File: config.mk
export PLATFORM = sky130hd
export DESIGN_NAME = yildiz_uart_io
export DESIGN_NICKNAME = d
export VERILOG_FILES = /design/src/rtl/yildiz_uart_io.sv
export SDC_FILE = /design/constraint.sdc
export NUM_CORES = 1
export LEC_CHECK = 0
export CAP_MARGIN = 20
export CORE_ASPECT_RATIO = 2
export CORE_MARGIN = 2
export CORE_UTILIZATION = 57
export DETAILED_ROUTE_END_ITERATION = 8
export PLACE_DENSITY = 0.81
export REMOVE_ABC_BUFFERS = 1
export SLEW_MARGIN = 20
export SYNTH_ARGS = -nofsm -noshare
export SYNTH_HDL_FRONTEND = slang
export SYNTH_SLANG_ARGS = --single-unit
File: constraint.sdc
create_clock -name clkn -period 4.05 [get_ports clkn]
set_clock_uncertainty 0.05 [all_clocks]
set_input_delay 0.6075 -clock clkn [delete_from_list [all_inputs] [get_ports clkn]]
set_output_delay 0.6075 -clock clkn [all_outputs]
set_load 0.02 [all_outputs]
File: src/rtl/yildiz_uart_io.sv
`default_nettype none
// ============================================================================
// Module   : yildiz_uart_io
// Brief    : 8N1 UART front-end for the CPU INPR/OUTPR path (RX FIFO + TX).
//            Optional internal loopback when UART_LOOPBACK_EN is defined.
// Revision : 1.0 - initial release
// ============================================================================
module yildiz_uart_io #(
    parameter int CLKS_PER_BIT  = 16,
    parameter int RX_FIFO_DEPTH = 4
) (
    input  logic       clkn,
    input  logic       rstn,
`ifdef UART_LOOPBACK_EN
    input  logic       loopback,
`endif
    input  logic       rx,
    output logic       tx,
    output logic [7:0] inpr,
    output logic       fgi,
    input  logic       inp_ack,
    input  logic [7:0] outpr,
    input  logic       out_wr,
    output logic       fgo,
    output logic       rx_overrun,
    output logic       frame_err,
    input  logic       err_clr
);

    localparam int c_baudW = $clog2(CLKS_PER_BIT);
    localparam int c_ptrW  = $clog2(RX_FIFO_DEPTH);
    localparam int c_cntW  = c_ptrW + 1;

    localparam logic [c_baudW-1:0] c_baudMax  = c_baudW'(CLKS_PER_BIT - 1);
    localparam logic [c_baudW-1:0] c_baudHalf = c_baudW'(CLKS_PER_BIT / 2 - 1);
    localparam logic [c_baudW-1:0] c_baudOne  = c_baudW'(1);
    localparam logic [c_cntW-1:0]  c_fullCnt  = c_cntW'(RX_FIFO_DEPTH);
    localparam logic [c_cntW-1:0]  c_cntOne   = c_cntW'(1);
    localparam logic [c_ptrW-1:0]  c_ptrOne   = c_ptrW'(1);

    typedef enum logic [1:0] {
        RX_IDLE  = 2'd0,
        RX_START = 2'd1,
        RX_DATA  = 2'd2,
        RX_STOP  = 2'd3
    } rxState_t;

    typedef enum logic [1:0] {
        TX_IDLE  = 2'd0,
        TX_START = 2'd1,
        TX_DATA  = 2'd2,
        TX_STOP  = 2'd3
    } txState_t;

    // ------------------------------------------------------------------------
    // RX line conditioning
    // ------------------------------------------------------------------------
    logic r_rxMeta;
    logic r_rxSync;
    logic r_linePrev;
    logic r_tx;
    logic w_rxLine;

`ifdef UART_LOOPBACK_EN
    assign w_rxLine = loopback ? r_tx : r_rxSync;
`else
    assign w_rxLine = r_rxSync;
`endif

    always_ff @(posedge clkn) begin
        if (!rstn) begin
            r_rxMeta   <= 1'b1;
            r_rxSync   <= 1'b1;
            r_linePrev <= 1'b1;
        end else begin
            r_rxMeta   <= rx;
            r_rxSync   <= r_rxMeta;
            r_linePrev <= w_rxLine;
        end
    end

    // ------------------------------------------------------------------------
    // RX FSM
    // ------------------------------------------------------------------------
    rxState_t           r_rxState, w_rxStateNext;
    logic [c_baudW-1:0] r_rxBaud, w_rxBaudNext;
    logic [2:0]         r_rxBit, w_rxBitNext;
    logic [7:0]         r_rxShift, w_rxShiftNext;
    logic               w_push;
    logic               w_frameErrSet;

    always_ff @(posedge clkn) begin
        if (!rstn) begin
            r_rxState <= RX_IDLE;
            r_rxBaud  <= '0;
            r_rxBit   <= '0;
            r_rxShift <= '0;
        end else begin
            r_rxState <= w_rxStateNext;
            r_rxBaud  <= w_rxBaudNext;
            r_rxBit   <= w_rxBitNext;
            r_rxShift <= w_rxShiftNext;
        end
    end

    always_comb begin
        w_rxStateNext = r_rxState;
        w_rxBaudNext  = r_rxBaud;
        w_rxBitNext   = r_rxBit;
        w_rxShiftNext = r_rxShift;
        w_push        = 1'b0;
        w_frameErrSet = 1'b0;
        case (r_rxState)
            RX_IDLE: begin
                w_rxBaudNext = '0;
                if (r_linePrev && !w_rxLine) begin
                    w_rxStateNext = RX_START;
                end
            end
            RX_START: begin
                // Mid-start-bit recheck rejects short glitches on the idle line.
                if (r_rxBaud == c_baudHalf) begin
                    w_rxBaudNext  = '0;
                    w_rxBitNext   = '0;
                    w_rxStateNext = w_rxLine ? RX_IDLE : RX_DATA;
                end else begin
                    w_rxBaudNext = r_rxBaud + c_baudOne;
                end
            end
            RX_DATA: begin
                if (r_rxBaud == c_baudMax) begin
                    w_rxBaudNext  = '0;
                    w_rxShiftNext = {w_rxLine, r_rxShift[7:1]};
                    if (r_rxBit == 3'd7) begin
                        w_rxStateNext = RX_STOP;
                    end else begin
                        w_rxBitNext = r_rxBit + 3'd1;
                    end
                end else begin
                    w_rxBaudNext = r_rxBaud + c_baudOne;
                end
            end
            RX_STOP: begin
                if (r_rxBaud == c_baudMax) begin
                    w_rxBaudNext  = '0;
                    w_rxStateNext = RX_IDLE;
                    w_push        = w_rxLine;
                    w_frameErrSet = !w_rxLine;
                end else begin
                    w_rxBaudNext = r_rxBaud + c_baudOne;
                end
            end
            default: w_rxStateNext = RX_IDLE;
        endcase
    end

    // ------------------------------------------------------------------------
    // RX FIFO and sticky error flags
    // ------------------------------------------------------------------------
    logic [7:0]        r_mem [RX_FIFO_DEPTH];
    logic [c_ptrW-1:0] r_wrPtr;
    logic [c_ptrW-1:0] r_rdPtr;
    logic [c_cntW-1:0] r_count;
    logic              r_rxOverrun;
    logic              r_frameErr;
    logic              w_pop;
    logic              w_full;
    logic              w_pushOk;
    logic              w_overrunSet;

    assign w_pop        = inp_ack && (r_count != '0);
    assign w_full       = (r_count == c_fullCnt);
    // A pop in the same cycle frees the slot, so a full FIFO still accepts.
    assign w_pushOk     = w_push && (!w_full || w_pop);
    assign w_overrunSet = w_push && w_full && !w_pop;

    always_ff @(posedge clkn) begin
        if (!rstn) begin
            for (int i = 0; i < RX_FIFO_DEPTH; i++) begin
                r_mem[i] <= '0;
            end
            r_wrPtr <= '0;
            r_rdPtr <= '0;
            r_count <= '0;
        end else begin
            if (w_pushOk) begin
                r_mem[r_wrPtr] <= r_rxShift;
                r_wrPtr        <= r_wrPtr + c_ptrOne;
            end
            if (w_pop) begin
                r_rdPtr <= r_rdPtr + c_ptrOne;
            end
            if (w_pushOk && !w_pop) begin
                r_count <= r_count + c_cntOne;
            end else if (!w_pushOk && w_pop) begin
                r_count <= r_count - c_cntOne;
            end
        end
    end

    always_ff @(posedge clkn) begin
        if (!rstn) begin
            r_rxOverrun <= 1'b0;
            r_frameErr  <= 1'b0;
        end else begin
            if (w_overrunSet) begin
                r_rxOverrun <= 1'b1;
            end else if (err_clr) begin
                r_rxOverrun <= 1'b0;
            end
            if (w_frameErrSet) begin
                r_frameErr <= 1'b1;
            end else if (err_clr) begin
                r_frameErr <= 1'b0;
            end
        end
    end

    assign inpr       = r_mem[r_rdPtr];
    assign fgi        = (r_count != '0);
    assign rx_overrun = r_rxOverrun;
    assign frame_err  = r_frameErr;

    // ------------------------------------------------------------------------
    // TX FSM
    // ------------------------------------------------------------------------
    txState_t           r_txState, w_txStateNext;
    logic [c_baudW-1:0] r_txBaud, w_txBaudNext;
    logic [2:0]         r_txBit, w_txBitNext;
    logic [7:0]         r_txShift, w_txShiftNext;
    logic               w_txNext;

    always_ff @(posedge clkn) begin
        if (!rstn) begin
            r_txState <= TX_IDLE;
            r_txBaud  <= '0;
            r_txBit   <= '0;
            r_txShift <= '0;
            r_tx      <= 1'b1;
        end else begin
            r_txState <= w_txStateNext;
            r_txBaud  <= w_txBaudNext;
            r_txBit   <= w_txBitNext;
            r_txShift <= w_txShiftNext;
            r_tx      <= w_txNext;
        end
    end

    always_comb begin
        w_txStateNext = r_txState;
        w_txBaudNext  = r_txBaud;
        w_txBitNext   = r_txBit;
        w_txShiftNext = r_txShift;
        w_txNext      = r_tx;
        case (r_txState)
            TX_IDLE: begin
                w_txNext     = 1'b1;
                w_txBaudNext = '0;
                if (out_wr) begin
                    w_txStateNext = TX_START;
                    w_txShiftNext = outpr;
                    w_txNext      = 1'b0;
                end
            end
            TX_START: begin
                if (r_txBaud == c_baudMax) begin
                    w_txBaudNext  = '0;
                    w_txBitNext   = '0;
                    w_txStateNext = TX_DATA;
                    w_txNext      = r_txShift[0];
                end else begin
                    w_txBaudNext = r_txBaud + c_baudOne;
                end
            end
            TX_DATA: begin
                if (r_txBaud == c_baudMax) begin
                    w_txBaudNext = '0;
                    if (r_txBit == 3'd7) begin
                        w_txStateNext = TX_STOP;
                        w_txNext      = 1'b1;
                    end else begin
                        w_txBitNext   = r_txBit + 3'd1;
                        w_txShiftNext = {1'b0, r_txShift[7:1]};
                        w_txNext      = r_txShift[1];
                    end
                end else begin
                    w_txBaudNext = r_txBaud + c_baudOne;
                end
            end
            TX_STOP: begin
                if (r_txBaud == c_baudMax) begin
                    w_txBaudNext  = '0;
                    w_txStateNext = TX_IDLE;
                end else begin
                    w_txBaudNext = r_txBaud + c_baudOne;
                end
            end
            default: w_txStateNext = TX_IDLE;
        endcase
    end

    assign tx  = r_tx;
    assign fgo = (r_txState == TX_IDLE);

endmodule
`default_nettype wire
==> impl_summary.txt <==
----------------------------------------------------
[Outcome]
  Result of the run ... finished clean

[Floorplanning]
  Die outline height ... between 100 and 150 µm
  Core Region ... 6056 µm²
  Die span in x ... 60.04 µm
  Die footprint ... 6968 µm²
  Number of rows created at floorplan ... 40
  Initial Utilization ... 0.5911
  Ports ... 27

[Synthesis]
  Count of synthesis-stage warnings from yosys ... 0
  Cell count after synthesis ... approximately 330
  Post-synthesis sequential area ratio ... 0.5425
  Seq cells post-synth ... 81
  Unique cell type count in the Yosys netlist ... 44
  Post-synthesis async set-or-reset flop share ... 0
  Post-Synthesis Mean Instance Area ... 10.91 µm²
  Syn Std Cell Area ... approximately 3600 µm²
  Post-synth EDFFs ... 32
  Most used flip-flop cell after synthesis ... sky130_fd_sc_hd__dfxtp_1

[Power]
  Total power ... between 2000 and 3000 µW
  P_int ... 1837 µW
  Net switching fraction of the power ... 0.2804
  Proportion of power drawn by the clock network ... 0.356
  P_leak ... 0.001470 µW
  Net switching power figure ... 715.8 µW
  Comb pwr share ... 0.243
  Cell Pwr Density ... 612.1 nW/µm²
  Sequential group share of total power ... 0.400
  Worst IR Drop VDD ... 0.4485 mV

[Cells and area]
  Layout cells sized above 1 ... 0.07386
  Layout Area Growth over Synthesis ... 16.50%
  Post-layout nets ... roughly 370
  Diodes inserted ... 0
  Final core utilization ... 0.6886

[CTS]
  Clock slew seen by the registers of the worst setup and hold paths ... about 0.060 ns
  Number of setup buffers added after CTS ... 0
  Level count of the clock H-tree ... 3
  Maximum root-to-sink buffer count ... 2
  Clock root buffer ... sky130_fd_sc_hd__clkbuf_16
  Inserted Clock Buffers ... 9
  Number of gates given a new drive strength after cts ... 0
  Clk sinks ... 81
  CTS tree ... yes
  Count of hold buffers inserted by post-cts repair ... 0
  Clock insertion delay at the later pin of the skew report ... roughly 0.34 ns

[Worst hold path]
  HP Class ... reg2reg

[Timing]
  Setup Total Neg Slack ... 0 ns
  Worst hold slack ... 0.3550 ns
  Transition time at the pin with the least slew margin ... just over 0.9 ns
  Period Utilization, post-route ... 0.7332
  Top achievable clock speed ... 336.8 MHz
  Count of endpoints failing hold in the final timing report ... 0
  Slew Limit Fails ... 0
  Final worst slack ... approximately 1.1 ns
  Final critical path time including I/O delays and setup ... 2.969 ns
  Worst max-slew margin expressed relative to the limit ... 0.3774
  Final setup violation count ... 0
  Unrepaired setup endpoints after global routing ... false

[Worst setup path]
  Crit. End Element ... register
  CP max FO ... 10
  Critical path, cell by cell ... clkdlybuf4s50_1 -> or4b_1 -> or3b_1 -> inv_2 -> ha_1 -> inv_1 -> fa_1 -> xor2_1 -> or3_1 -> a21oi_1
  Data arrival at the endpoint of the critical path ... about 3.2 ns
  Required arrival time at the worst endpoint ... between 4 and 5 ns
  Highest-delay cell along the critical path ... sky130_fd_sc_hd__or3b_1
  Critical Path Source Type ... input pin
  Path type of the worst setup path ... in2reg
  Crit-path max cell delay ... 0.53 ns

[Route]
  Number of DRC markers in iteration 0 ... 60
  Via total after detailed routing ... ~2400
  Total detailed-routing wirelength ... between 6 and 7 mm
  DRC violation count after routing ... 0
  Number of antenna-violating nets in the routed design ... 0
  Drt first pass iters ... 4
  Wirelength per Cell ... 14.29 µm
  Vias per inst ... 5.459

[Global routing]
  Number of antenna violations at the first check in global routing ... 0
  Largest net degree at the start of global routing ... 31
  Global routing usage summed across all routing layers ... 0.2099
  Wire length of the first global-routing pass ... 10.62 mm
  Leftover overflow at the end of global routing ... 0
  Number of global-route vias before repair ... 2446

[Placed design]
  Routability-driven placement congestion ratio ... 0.8380
  Detailed-placement wirelength estimate ... 4.542 mm
  Dpl ws ... 0.6748 ns
  PortBufs ... 26

[Flow run]
  Max-cap violation count ... 0

----------------------------------------------------
-- registers in the layout, indices dropped and copies added (netlist names), 3 cells and up, named ones only --
register,flops
r_txBit,3
r_txBaud,4
r_rxBit,3
r_txShift,8
r_rxShift,8
r_mem,32
r_count,3
r_rxBaud,4
-- power by group through the flow --
stage | Clock, µW | Sequential, µW | Combinational [µW]
after floorplan | 0 | 1020 | 437
after global routing | 954 | 1040 | 677
final | 909 | 1020 | 621
after global placement | 0 | 1030 | 603
after CTS | 919 | 1020 | 625
after detailed placement | 0 | 1040 | 621
-- routing by layer --
| metal | vias up | global-route usage | share of wire |
|---|---|---|---|
| met4 | 0 | 0.1215 | 0.028 |
| met3 | 16 | 0.07143 | 0.035 |
| met2 | 62 | 0.3797 | 0.58 |
| met5 | - | 0 | 0 |
| li1 | 1194 | - | - |
| met1 | 1108 | 0.1920 | 0.36 |
-- Yosys cell counts, drive strengths merged, types with 8 or more instances --
cell type   n  area, µm²
inv        12      45.04
edfxtp     32      960.9
ha         11      137.6
mux2i      18      180.2
buf        12      91.34
a211oi      9      72.57
o21ai      14      70.07
nor2       63      236.5
nand3      13      77.58
nand2      18      67.56
dfxtp      49      980.9
a21oi       8      40.04
mux4        8      180.2
-- cell usage in the layout (no fill, tap or decap), drive strengths merged, types with 6 or more instances in the layout --
cell / n
o21ai: 14
nand3: 13
nor2: 63
mux4: 8
clkbuf: 10
xor2: 6
nand2: 18
inv: 12
edfxtp: 32
a211oi: 9
a21oi: 8
mux2i: 18
dfxtp: 49
clkdlybuf4s50: 26
ha: 11
-- logic make-up (layout without fill, tap and decap cells) --
| family | Yosys count | in the layout | synth area share |
|---|---|---|---|
| compound gates | 39 | 39 | 0.06921 |
| fa+ha+maj | 12 | 12 | 0.04404 |
| simple gates | 130 | 130 | 0.1762 |
| flops | 81 | 81 | 0.5425 |
| buf+inv | 31 | 55 | 0.04544 |
| mux | 26 | 26 | 0.1007 |
| xor+xnor | 9 | 9 | 0.02202 |
-- worst max-delay path: cells and delay by family --
family | cells | cell delay [ns]
fa+ha+maj | 2 | 0.56
compound gates | 1 | 0.14
buf+inv | 3 | 0.71
simple gates | 3 | 0.99
xor+xnor | 1 | 0.16
-- path summary, 6_finish.rpt --
kind / from / end / slack [ns] / cells past startpoint
worst max-delay path: inp_ack / r_count[2] / 1.08 / 10
worst min-delay path: r_rxMeta / r_rxSync / 0.36 / 1
worst max register to register: r_rxBaud[0] / r_count[2] / 1.31 / 10
worst min register to register: r_rxMeta / r_rxSync / 0.36 / 1
-- area by class of cell --
| cell class | instances | area, µm² |
|---|---|---|
| clock buffer | 10 | 229.0 |
| clock inverter | 6 | 106.4 |
| fill | 449 | 1886 |
| inverter | 12 | 45.04 |
| multi-input combinational | 216 | 1475 |
| sequential | 81 | 1942 |
| tap | 84 | 105.1 |
| timing repair buffer | 27 | 267.8 |
-- metrics by stage --
step                      std cells  area [µm²]
after floorplan                 309        3462
after global placement          420        3835
after detailed placement        420        3835
after CTS                       436        4170
after global routing            436        4170
final                           436        4170
Note: power is estimated with default switching activity, not from simulation.
==> RTL change: new RTL, same settings <==
`CLKS_PER_BIT`: 16 -> 32.
--- a/src/rtl/yildiz_uart_io.sv
+++ b/src/rtl/yildiz_uart_io.sv
@@ -8,3 +8,3 @@
 module yildiz_uart_io #(
-    parameter int CLKS_PER_BIT  = 16,
+    parameter int CLKS_PER_BIT  = 32,
     parameter int RX_FIFO_DEPTH = 4
Function: same outputs for any inputs over 10 cycles, from zero or initial values and one cycle with rstn low; that may be too few to reach the edited logic, so the function may still have changed.
==> RTL change against the unedited design <==
Area after synthesis increased by 4.8%; setup slack got worse by 0.048 ns; sequential cell count is 2 higher; critical path type is now reg2reg; count of clock-buffer cells in the layout fell by 1; combinational power is 4.8% higher; wire length rose by 6.0%; via count increased by 5.9%; total power rose by 2.3%; maximum frequency down 1.6%; cell area grew 5.6%; highest routed layer unchanged.
==> RTL change: results (changes against the unedited design) <==
* Routed via count at 2520 (+5.9%)
* Top_reg_cell synth: dfxtp_1
* Pleak at 0.00163 uW (+11%)
* H-tree Lvls at 3 (unchanged)
* Layout cells sized above 1 at 9.38% (+2.0 points)
* Max incr delay on CP at 0.37 ns (-0.16 ns)
* Cell Int Power at 1890 uW (+2.8%)
* Crit-path slowest cell: fa_1
* EDFF count, synth at 32 (unchanged)
* Critical path arrival at 3.23 ns (+0.06 ns)
* GRT Overall Usage at 20.3% (-0.73 points)
* Crit start category: flip-flop
* Slew HR at 48.6% (+11 points)
* First-pass GRT wire length at 10.9 mm (+2.2%)
* Placed Cells at 443 (+5.5%)
* Hold/Removal Path Class: reg2reg
* R2R Setup Slk at 1.03 ns (-0.28 ns)
* Final WS setup at 1.03 ns (-0.0477 ns)
* Maximum fanout along the worst path at 14 (+4)
* TritonCTS buffer count at 9 (unchanged)
* Clock-cell share at 7.76% (-0.29 points)
* Status: finished clean
* Hpwl dp at 4.90 mm (+7.8%)
* Placed inst area at 0.00406 mm^2 (+5.9%)
* Drt total wl at 6.61 mm (+6.0%)
* Post-synth top cells: dfxtp_1, nor2_1, edfxtp_1, nand2_1, nor2b_1
* Worst IR drop on VDD at 427 uV (-4.8%)
* Final Total Pwr at 2610 uW (+2.3%)
* Logic pwr share at 24.9% (+0.6 points)
* Ys Warns at 0 (unchanged)
* Vias in the first global route at 2415 (-1.3%)
* Sequential cell area share at 45.0% (-1.6 points)
* Pin count of the biggest net entering global routing at 48 (+55%)
* Sequential element share of the synthesized area at 52.9% (-1.4 points)
* Hold Path End: r_rxSync$_SDFF_PN1_
* Layout Nets at 398 (+6.7%)
* Worst-Skew Late Latency at 0.33 ns
* Filler cells at 518 (+15%)
* Final Cell Area at 0.00440 mm^2 (+5.6%)
* Data buffer area share at 6.42% (about the same)
* Crit-path leading delay family: simple AND/OR/NAND/NOR gates
* Largest regs: r_mem x32, r_rxShift x8, r_txShift x8
* Drt initial violations at 92 (+53%)
* Post-layout instance count excluding filler cells at 459 (+5.3%)
* Reg2Reg Capture Point: r_count[2]$_SDFFE_PN0P_
* Clk sink count at 83 (+2.5%)
* Worst Reg2Reg Path Length in Cells at 13 (+3)
* Clk pwr share at 35.1% (-0.5 points)
* # port buffers at 26 (unchanged)
* Multi-input gates at 233 (+7.9%)
* Post-CTS setup buffers at 0 (unchanged)
* Avg Inst Size Synth at 10.9 um^2 (-0.12%)
* Logic inverters at 12 (unchanged)
* Multi-input combinational area share at 37.4% (+2.0 points)
* Synth top area cells: dfxtp_1, edfxtp_1, ha_1
* Final TNS setup at 0 ns (unchanged)
* Count of plain and timing-repair buffers at 29 (+7.4%)
* GPL Wtd Cong at 0.777 (-7.2%)
* Synth cell types at 48 (+9.1%)
## RTL change: cell count changes after synthesis, sizes merged, moves of 6 or more
cell	before	now
o21ai	14	8
nor2b	5	16
a21boi	0	10
a21oi	8	1
nor2	63	50
and2	2	9
nand2	18	32
## RTL change: kinds of logic after synthesis
kind of cell | Yosys count | share of synthesized area, %
flops | 83 | 52.9
xor+xnor | 8 | 1.87
fa+ha+maj | 16 | 5.54
compound gates | 42 | 8.91
buf+inv | 28 | 3.27
mux | 22 | 8.54
simple gates | 145 | 19.0
## RTL change: per-layer routing
layer	GRT usage [%]	part of all wire, %	vias to the layer above
li1	-	-	1254
met1	19.3	35	1198
met2	37.8	59	52
met3	6.13	2.8	16
met4	7.18	2.5	0
met5	0	0	-
## RTL change: per-stage QoR
stage,hold slack [ns],utilization (%)
floorplan,0.336,-
global placement,0.376,63.9
detailed placement,0.375,63.9
CTS,0.390,69.2
global route,0.422,69.2
finish,0.383,69.2
